===== config.mk =====
export PLATFORM = sky130hd
export DESIGN_NAME = pc_unit_flat
export DESIGN_NICKNAME = d
export VERILOG_FILES = /design/src/rtl/pc_pkg.sv /design/src/rtl/pc_unit_if.sv /design/src/rtl/ret_addr_stack.sv /design/src/rtl/pc_unit.sv /design/src/flat_wrapper.sv
export SDC_FILE = /design/constraint.sdc
export NUM_CORES = 1
export LEC_CHECK = 0
export BUFFER_PORTS_ARGS = -buffer_cell sky130_fd_sc_hd__buf_2
export CAP_MARGIN = 20
export CORE_UTILIZATION = 35
export DETAILED_ROUTE_END_ITERATION = 6
export PLACE_DENSITY = 0.54
export SYNTH_ARGS = -nofsm -noshare
export SYNTH_HDL_FRONTEND = slang
export SYNTH_SLANG_ARGS = --single-unit

===== constraint.sdc =====
create_clock -name clk -period 7.4 [get_ports clk]
set_clock_uncertainty 0.2 [all_clocks]
set_input_delay 1.11 -clock clk [delete_from_list [all_inputs] [get_ports clk]]
set_output_delay 1.11 -clock clk [all_outputs]
set_load 0.05 [all_outputs]

===== src/rtl/pc_pkg.sv =====
// Package: pc_pkg
// Purpose: constants shared by the fetch PC unit, its return-address stack
//          and the control logic that drives it.
//   PC_SEL_*      encodings of the pc_sel field (11 is reserved and behaves as SEQ)
//   DEF_RESET_PC  default PC loaded on reset
//   DEF_EXC_VEC   default exception vector
package pc_pkg;

    localparam logic [1:0] PC_SEL_SEQ = 2'b00;
    localparam logic [1:0] PC_SEL_JMP = 2'b01;
    localparam logic [1:0] PC_SEL_JR  = 2'b10;

    localparam logic [31:0] DEF_RESET_PC = 32'h0000_3000;
    localparam logic [31:0] DEF_EXC_VEC  = 32'h0000_4180;

endpackage


===== src/rtl/pc_unit_if.sv =====
// Interface: pc_unit_if
// Purpose: bundles the control inputs and PC/RAS status outputs of pc_unit.
//   master modport: decode/execute control side (drives control, sees PC state)
//   slave  modport: pc_unit itself
// Signals:
//   stall, pc_sel[1:0], br_en, zero, imm[25:0], reg_data[AW-1:0],
//   is_call, is_ret, exc_req, eret                       (control -> pc_unit)
//   pc, pc_4, npc, epc [AW-1:0], ret_hit, ret_miss,
//   ras_empty, miss_cnt[CNT_W-1:0]                       (pc_unit -> control)
interface pc_unit_if #(
    parameter int AW    = 32,
    parameter int CNT_W = 16
);

    logic             stall;
    logic [1:0]       pc_sel;
    logic             br_en;
    logic             zero;
    logic [25:0]      imm;
    logic [AW-1:0]    reg_data;
    logic             is_call;
    logic             is_ret;
    logic             exc_req;
    logic             eret;

    logic [AW-1:0]    pc;
    logic [AW-1:0]    pc_4;
    logic [AW-1:0]    npc;
    logic [AW-1:0]    epc;
    logic             ret_hit;
    logic             ret_miss;
    logic             ras_empty;
    logic [CNT_W-1:0] miss_cnt;

    modport master (
        output stall, pc_sel, br_en, zero, imm, reg_data,
               is_call, is_ret, exc_req, eret,
        input  pc, pc_4, npc, epc, ret_hit, ret_miss, ras_empty, miss_cnt
    );

    modport slave (
        input  stall, pc_sel, br_en, zero, imm, reg_data,
               is_call, is_ret, exc_req, eret,
        output pc, pc_4, npc, epc, ret_hit, ret_miss, ras_empty, miss_cnt
    );

endinterface


===== src/rtl/ret_addr_stack.sv =====
// Module: ret_addr_stack
// Purpose: circular return-address stack. When full, a push overwrites the
//          oldest entry and occupancy stays at RAS_DEPTH. A pop on an empty
//          stack is ignored. Push together with a (non-empty) pop replaces
//          the top entry in place.
// Ports:
//   clk, rst_n      clock, asynchronous active-low reset
//   push, push_data push request and the address to store
//   pop             pop request
//   top             current top entry (valid only when !empty)
//   empty           no entries held
module ret_addr_stack #(
    parameter int AW        = 32,
    parameter int RAS_DEPTH = 4
) (
    input  logic          clk,
    input  logic          rst_n,
    input  logic          push,
    input  logic          pop,
    input  logic [AW-1:0] push_data,
    output logic [AW-1:0] top,
    output logic          empty
);

    localparam int PTR_W = (RAS_DEPTH > 1) ? $clog2(RAS_DEPTH) : 1;
    localparam int CW    = $clog2(RAS_DEPTH + 1);

    logic [AW-1:0]    mem [RAS_DEPTH];
    logic [PTR_W-1:0] top_ptr_q, top_ptr_d;
    logic [CW-1:0]    count_q, count_d;
    logic             full;
    logic             do_pop;
    logic             we;
    logic [PTR_W-1:0] waddr;

    assign empty = (count_q == '0);
    assign full  = (count_q == CW'(RAS_DEPTH));
    assign top   = mem[top_ptr_q];

    always_comb begin
        do_pop    = pop && !empty;
        top_ptr_d = top_ptr_q;
        count_d   = count_q;
        we        = 1'b0;
        waddr     = top_ptr_q;
        if (push && do_pop) begin
            // pop then push: net effect is replacing the top entry
            we = 1'b1;
        end else if (push) begin
            // pointer wraps naturally, so a full stack loses its oldest entry
            we        = 1'b1;
            waddr     = top_ptr_q + PTR_W'(1);
            top_ptr_d = waddr;
            if (!full) begin
                count_d = count_q + CW'(1);
            end
        end else if (do_pop) begin
            top_ptr_d = top_ptr_q - PTR_W'(1);
            count_d   = count_q - CW'(1);
        end
    end

    always_ff @(posedge clk or negedge rst_n) begin
        if (!rst_n) begin
            top_ptr_q <= '0;
            count_q   <= '0;
        end else begin
            top_ptr_q <= top_ptr_d;
            count_q   <= count_d;
        end
    end

    // Storage needs no reset: entries are only read while count_q says valid.
    always_ff @(posedge clk) begin
        if (we) begin
            mem[waddr] <= push_data;
        end
    end

endmodule


===== src/rtl/pc_unit.sv =====
// Module: pc_unit
// Purpose: fetch PC unit. Owns the PC and EPC registers, computes the next PC
//          (exception > eret > taken branch > j/jal > jr > sequential), and
//          checks jr-$31 targets against a return-address stack, pulsing
//          ret_hit/ret_miss one cycle later and counting misses (saturating).
// Ports:
//   clk, rst_n  clock, asynchronous active-low reset
//   bus         pc_unit_if.slave: control inputs and PC/RAS status outputs
module pc_unit
    import pc_pkg::*;
#(
    parameter int          AW        = 32,
    parameter logic [31:0] RESET_PC  = DEF_RESET_PC,
    parameter logic [31:0] EXC_VEC   = DEF_EXC_VEC,
    parameter int          RAS_DEPTH = 4,
    parameter int          CNT_W     = 16
) (
    input  logic       clk,
    input  logic       rst_n,
    pc_unit_if.slave   bus
);

    localparam logic [AW-1:0] RESET_PC_A = AW'(RESET_PC);
    localparam logic [AW-1:0] EXC_VEC_A  = AW'(EXC_VEC);

    logic [AW-1:0]    pc_q, pc_d;
    logic [AW-1:0]    epc_q, epc_d;
    logic             ret_hit_q, ret_hit_d;
    logic             ret_miss_q, ret_miss_d;
    logic [CNT_W-1:0] miss_cnt_q, miss_cnt_d;

    logic [AW-1:0]    pc_plus4;
    logic [AW-1:0]    br_off;
    logic [AW-1:0]    npc;
    logic             accepted;
    logic             ras_push;
    logic             ras_pop;
    logic             ras_empty;
    logic [AW-1:0]    ras_top;

    ret_addr_stack #(
        .AW        (AW),
        .RAS_DEPTH (RAS_DEPTH)
    ) u_ras (
        .clk       (clk),
        .rst_n     (rst_n),
        .push      (ras_push),
        .pop       (ras_pop),
        .push_data (pc_plus4),
        .top       (ras_top),
        .empty     (ras_empty)
    );

    // Next-PC mux; all sums wrap modulo 2^AW.
    always_comb begin
        pc_plus4 = pc_q + AW'(4);
        br_off   = {{(AW-18){bus.imm[15]}}, bus.imm[15:0], 2'b00};
        npc      = pc_plus4;
        if (bus.exc_req) begin
            npc = EXC_VEC_A;
        end else if (bus.eret) begin
            npc = epc_q;
        end else if (bus.br_en && bus.zero) begin
            npc = pc_plus4 + br_off;
        end else begin
            case (bus.pc_sel)
                PC_SEL_SEQ: npc = pc_plus4;
                PC_SEL_JMP: npc = {pc_q[AW-1:28], bus.imm, 2'b00};
                PC_SEL_JR:  npc = bus.reg_data;
                default:    npc = pc_plus4;
            endcase
        end
    end

    always_comb begin
        // Only an instruction that actually retires this cycle touches the RAS.
        accepted = !bus.stall && !bus.exc_req;
        ras_pop  = accepted && bus.is_ret;
        ras_push = accepted && bus.is_call;

        pc_d  = pc_q;
        epc_d = epc_q;
        if (bus.exc_req) begin
            // exception overrides stall and eret
            pc_d  = EXC_VEC_A;
            epc_d = pc_q;
        end else if (!bus.stall) begin
            pc_d = npc;
        end

        ret_hit_d  = ras_pop && !ras_empty && (ras_top == bus.reg_data);
        ret_miss_d = ras_pop && (ras_empty || (ras_top != bus.reg_data));

        // Counter advances on the same edge that raises ret_miss.
        miss_cnt_d = miss_cnt_q;
        if (ret_miss_d && (miss_cnt_q != '1)) begin
            miss_cnt_d = miss_cnt_q + CNT_W'(1);
        end
    end

    always_ff @(posedge clk or negedge rst_n) begin
        if (!rst_n) begin
            pc_q       <= RESET_PC_A;
            epc_q      <= '0;
            ret_hit_q  <= 1'b0;
            ret_miss_q <= 1'b0;
            miss_cnt_q <= '0;
        end else begin
            pc_q       <= pc_d;
            epc_q      <= epc_d;
            ret_hit_q  <= ret_hit_d;
            ret_miss_q <= ret_miss_d;
            miss_cnt_q <= miss_cnt_d;
        end
    end

    assign bus.pc        = pc_q;
    assign bus.pc_4      = pc_plus4;
    assign bus.npc       = npc;
    assign bus.epc       = epc_q;
    assign bus.ret_hit   = ret_hit_q;
    assign bus.ret_miss  = ret_miss_q;
    assign bus.ras_empty = ras_empty;
    assign bus.miss_cnt  = miss_cnt_q;

endmodule


===== src/flat_wrapper.sv =====
// flat-port wrapper written by rule: the top's interface ports become plain ports
module pc_unit_flat import pc_pkg::*;
#(
    parameter int          AW        = 32,
    parameter logic [31:0] RESET_PC  = DEF_RESET_PC,
    parameter logic [31:0] EXC_VEC   = DEF_EXC_VEC,
    parameter int          RAS_DEPTH = 4,
    parameter int          CNT_W     = 16
)
  (clk, rst_n, bus_stall, bus_pc_sel, bus_br_en, bus_zero, bus_imm, bus_reg_data, bus_is_call, bus_is_ret, bus_exc_req, bus_eret, bus_pc, bus_pc_4, bus_npc, bus_epc, bus_ret_hit, bus_ret_miss, bus_ras_empty, bus_miss_cnt);
  pc_unit_if #(.AW(AW), .CNT_W(CNT_W)) bus_i ();
  input  logic clk;
  input  logic rst_n;
  input wire logic [$bits(bus_i.stall)-1:0] bus_stall;
  input wire logic [$bits(bus_i.pc_sel)-1:0] bus_pc_sel;
  input wire logic [$bits(bus_i.br_en)-1:0] bus_br_en;
  input wire logic [$bits(bus_i.zero)-1:0] bus_zero;
  input wire logic [$bits(bus_i.imm)-1:0] bus_imm;
  input wire logic [$bits(bus_i.reg_data)-1:0] bus_reg_data;
  input wire logic [$bits(bus_i.is_call)-1:0] bus_is_call;
  input wire logic [$bits(bus_i.is_ret)-1:0] bus_is_ret;
  input wire logic [$bits(bus_i.exc_req)-1:0] bus_exc_req;
  input wire logic [$bits(bus_i.eret)-1:0] bus_eret;
  output wire logic [$bits(bus_i.pc)-1:0] bus_pc;
  output wire logic [$bits(bus_i.pc_4)-1:0] bus_pc_4;
  output wire logic [$bits(bus_i.npc)-1:0] bus_npc;
  output wire logic [$bits(bus_i.epc)-1:0] bus_epc;
  output wire logic [$bits(bus_i.ret_hit)-1:0] bus_ret_hit;
  output wire logic [$bits(bus_i.ret_miss)-1:0] bus_ret_miss;
  output wire logic [$bits(bus_i.ras_empty)-1:0] bus_ras_empty;
  output wire logic [$bits(bus_i.miss_cnt)-1:0] bus_miss_cnt;
  assign bus_i.stall = bus_stall;
  assign bus_i.pc_sel = bus_pc_sel;
  assign bus_i.br_en = bus_br_en;
  assign bus_i.zero = bus_zero;
  assign bus_i.imm = bus_imm;
  assign bus_i.reg_data = bus_reg_data;
  assign bus_i.is_call = bus_is_call;
  assign bus_i.is_ret = bus_is_ret;
  assign bus_i.exc_req = bus_exc_req;
  assign bus_i.eret = bus_eret;
  assign bus_pc = bus_i.pc;
  assign bus_pc_4 = bus_i.pc_4;
  assign bus_npc = bus_i.npc;
  assign bus_epc = bus_i.epc;
  assign bus_ret_hit = bus_i.ret_hit;
  assign bus_ret_miss = bus_i.ret_miss;
  assign bus_ras_empty = bus_i.ras_empty;
  assign bus_miss_cnt = bus_i.miss_cnt;
  pc_unit #(.AW(AW), .RESET_PC(RESET_PC), .EXC_VEC(EXC_VEC), .RAS_DEPTH(RAS_DEPTH), .CNT_W(CNT_W)) u_core (.clk(clk), .rst_n(rst_n), .bus(bus_i));
endmodule

==> implementation parameters <==
Parameter                              Value

Critical path
  Type of the worst setup path    flip-flop to primary output
  Startpoint types    flip-flop
  CP endpoint kind    primary output
  Crit path largest cell delay    0.69 ns
  Worst setup slack for register-to-register paths    2.24 ns
  Reg2Reg Capture Point    u_core.bus.pc[19]
  Startpoint of the worst register-to-register path    u_core.bus.pc[2]
  Critical path fanouts, max    11
  Critical Path Slowest Stage Cell    nor2_1
  Critical path data required time    6.09 ns
  Critical Path, Cell by Cell    nand2_1 -> nor2_1 -> and3_1 -> xor2_1 -> ha_1 -> nand2_1 -> o21ai_0 -> a211oi_1 -> a21oi_1 -> a31oi_1 -> xnor2_1 -> a221oi_1 -> nor2_1 -> buf_2
  Logic depth of the worst register-to-register path    13
  Critical path data arrival time    5.53 ns

Route
  Vias per cell    5.773
  Final routed wire length divided by cell count    24.99 microns
  DRC marker count from the first detailed-route iteration    736
  Total wire length    44310 microns
  Post-detailed-route count of antenna-violating nets    0
  Number of detailed-routing iterations run before antenna repair    5
  Total vias in the final route    10240
  DRC violation count after routing    0

Clocking
  # Post-CTS Setup Buffers    0
  H-tree Lvls    1
  Worst skew pair latency    0.54 ns
  Clock root buffer    clkbuf_16
  Deepest clock path buffer count    3
  TritonCTS clock tree    done
  Total of hold buffers inserted after clock tree synthesis    0
  Clk sinks    215
  Clock slew seen by the registers of the worst setup and hold paths    0.06 ns
  TritonCTS buffer count    26
  Gates resized, CTS repair    0

Synth
  Synth async-reset ratio    0.4047
  Fraction of synthesized cell area taken by the top area cell type    0.3091
  Number of enable flip-flop cells after synthesis    128
  Syn Inst Count    1085
  Number of unique standard cell types used by synthesis    72
  Fraction of the yosys area taken by sequential cells    0.4843
  Largest family of logic cells by synthesized area    compound AO/OA/AOI/OAI gates
  Post-synthesis cell area    0.01244 sq mm
  Library cell with the largest summed area after synthesis    edfxtp_1
  Nets in the synthesized netlist    1200
  Most common flop cell mapped by yosys    edfxtp_1
  Simple-gate share of the synthesized area    0.1159
  Main area contributors after synthesis    edfxtp_1, dfrtp_1, mux4_2
  Post-synthesis compound-gate area fraction    0.1552
  Synth Area in XOR/XNOR    0.05986
  Multiplexer area fraction after synthesis    0.1042
  Syn avg cell area    11.46 sq um
  Synth Area in Adders    0.04748
  Seq cells post-synth    215
  Warnings from Yosys    0

Floorplan
  Number of core rows    68
  Die Wd    190.5 microns
  Area of the core    0.03471 sq mm
  Die Y    190.5 microns
  Starting utilization of the core area    0.3583
  Number of top-level pins    216
  Area enclosed by the die boundary    0.03629 sq mm

Timing
  Ratio of final minimum period to clock period    0.9246
  Max-slew violation total from the final report    0
  Final setup margin    0.5581 ns
  Hold violation count in the final report    0
  Sum of negative setup slack    0 ns
  Fmax    0.1462 GHz
  Slew Limit Headroom    0.3005
  Final Critical Period    6.842 ns
  Worst-margin pin slew    1.042 ns
  Number of failing setup endpoints in the final timing report    0
  RSZ-0062 raised after global routing    false

Final layout
  Share of cells above drive strength 1    0.2822
  Final Net Count    1415
  Ant diodes    0
  Post-synthesis to final-layout area growth    20.69%

Min path
  Worst Hold Class    input pin to async pin

Pwr
  Static Leakage    6.315 nW
  Peak VDD IR    183.8 uV
  Power density cells    283.8 mW/mm^2

Global route
  Overall track demand over capacity in global routing    0.2439
  Number of global-route vias before repair    9913
  Wire length of the first global-routing pass    66020 microns
  Total gr overflow    0
  Antenna violations before repair    1
  Pin count of the biggest net entering global routing    63

Run
  Total of max-cap violations    0

Placement
  Post-placement worst setup slack    0.9998 ns
  Routability-driven placement congestion ratio    0.9778
  HPWL Detailed    33240 microns
  IO Port Bufs    215

Run status
  Result of the run    complete, no violations
area by class of cell:
| type | instances | area, sq um |
|---|---|---|
| inverter | 38 | 142.6 |
| clock inverter | 14 | 235.2 |
| sequential | 215 | 6026 |
| clock buffer | 32 | 683.2 |
| fill | 3375 | 19700 |
| multi-input combinational | 773 | 6023 |
| tap | 455 | 569.3 |
| timing repair buffer | 246 | 1331 |
Yosys cell counts (21+ instances only):
cell and instances:
inv_1 34, dfrtp_1 85, mux4_2 31, xor2_1 25, a21o_1 21, edfxtp_1 128
a21oi_1 52, o21ai_0 49, clkbuf_1 41, xnor2_1 60, nor2_1 82, ha_1 44
mux2_2 37, nand3_1 33, nand4_1 26, nand2_1 55
placed cells by master, fill, tap and decap left out, types with 8 or more instances in the layout:
cell       count
a221o_1       16
buf_4         31
buf_2        214
edfxtp_1     128
mux2_2        37
o21bai_1       8
a21o_1        21
and2_1         8
a221oi_1      18
nand4_1       26
inv_1         34
a311oi_1      12
nor3_1        16
ha_1          44
nor2_1        79
xor2_1        25
o211ai_1      16
nand3_1       33
xnor2_1       60
mux4_2        31
clkbuf_16     26
o21ai_0       49
nand2_1       55
mux2i_1       17
and3_1        19
a21oi_1       51
o21a_1         9
a211oi_1      15
dfrtp_1       83
or3_1          8
critical path: cells and delay by family (launching register included):
| family | cells | cell delay, ns |
|---|---|---|
| compound gates | 5 | 1.86 |
| flops | 1 | 0.52 |
| xor+xnor | 2 | 0.70 |
| simple gates | 5 | 1.27 |
| buf+inv | 1 | 0.23 |
| fa+ha+maj | 1 | 0.42 |
metal layers:
| metal | global-route usage | up-vias | share of wire |
|---|---|---|---|
| met5 | 0 | - | 0.00038 |
| met3 | 0.03865 | 69 | 0.068 |
| met2 | 0.3759 | 408 | 0.45 |
| met4 | 0.06400 | 2 | 0.027 |
| met1 | 0.3546 | 5147 | 0.46 |
| li1 | - | 4609 | - |
registers in the layout, summed over array words and instances (netlist names):
name / cells
u_core.bus.miss_cnt: 16
u_core.u_ras.count_q: 3
u_core.bus.ret_miss: 1
u_core.u_ras.top_ptr_q: 2
u_core.u_ras.mem: 128
u_core.bus.pc: 32
u_core.bus.epc: 32
u_core.bus.ret_hit: 1
metrics by stage:
| stage | instances | hold WS, ns | cell area, sq um | utilization | power (mW) |
|---|---|---|---|---|---|
| 2_1_floorplan | 1085 | 0.2720 | 12440 | - | 2.507 |
| 3_3_place_gp | 1726 | 0.2955 | 14060 | 0.4051 | 2.902 |
| 3_5_place_dp | 1726 | 0.3003 | 14060 | 0.4051 | 2.900 |
| 4_1_cts | 1772 | 0.2803 | 14980 | 0.4316 | 4.284 |
| 5_1_grt | 1773 | 0.2918 | 15010 | 0.4324 | 4.433 |
| 6_report | 1773 | 0.2874 | 15010 | 0.4324 | 4.260 |
power by group:
group	internal (mW)	switching, mW
combinational	0.500	0.877
clock	0.863	0.519
sequential	1.39	0.114
worst max path at each step:
| stage | end | depth (start not counted) | from |
|---|---|---|---|
| after floorplan | bus_npc[22] | 14 | u_core.bus.pc[4] |
| after global placement | bus_npc[25] | 15 | u_core.bus.pc[2] |
| after detailed placement | bus_npc[25] | 14 | u_core.bus.pc[5] |
| after CTS | bus_npc[25] | 16 | u_core.bus.pc[2] |
| after global routing | bus_npc[29] | 14 | u_core.bus.pc[5] |
| final | bus_npc[19] | 14 | u_core.bus.pc[2] |
kinds of logic after synthesis:
family,count (synthesis)
simple gates,284
compound gates,272
flops,215
buf+inv,97
mux,86
xor+xnor,85
fa+ha+maj,46
Note: power is estimated with default switching activity, not from simulation.
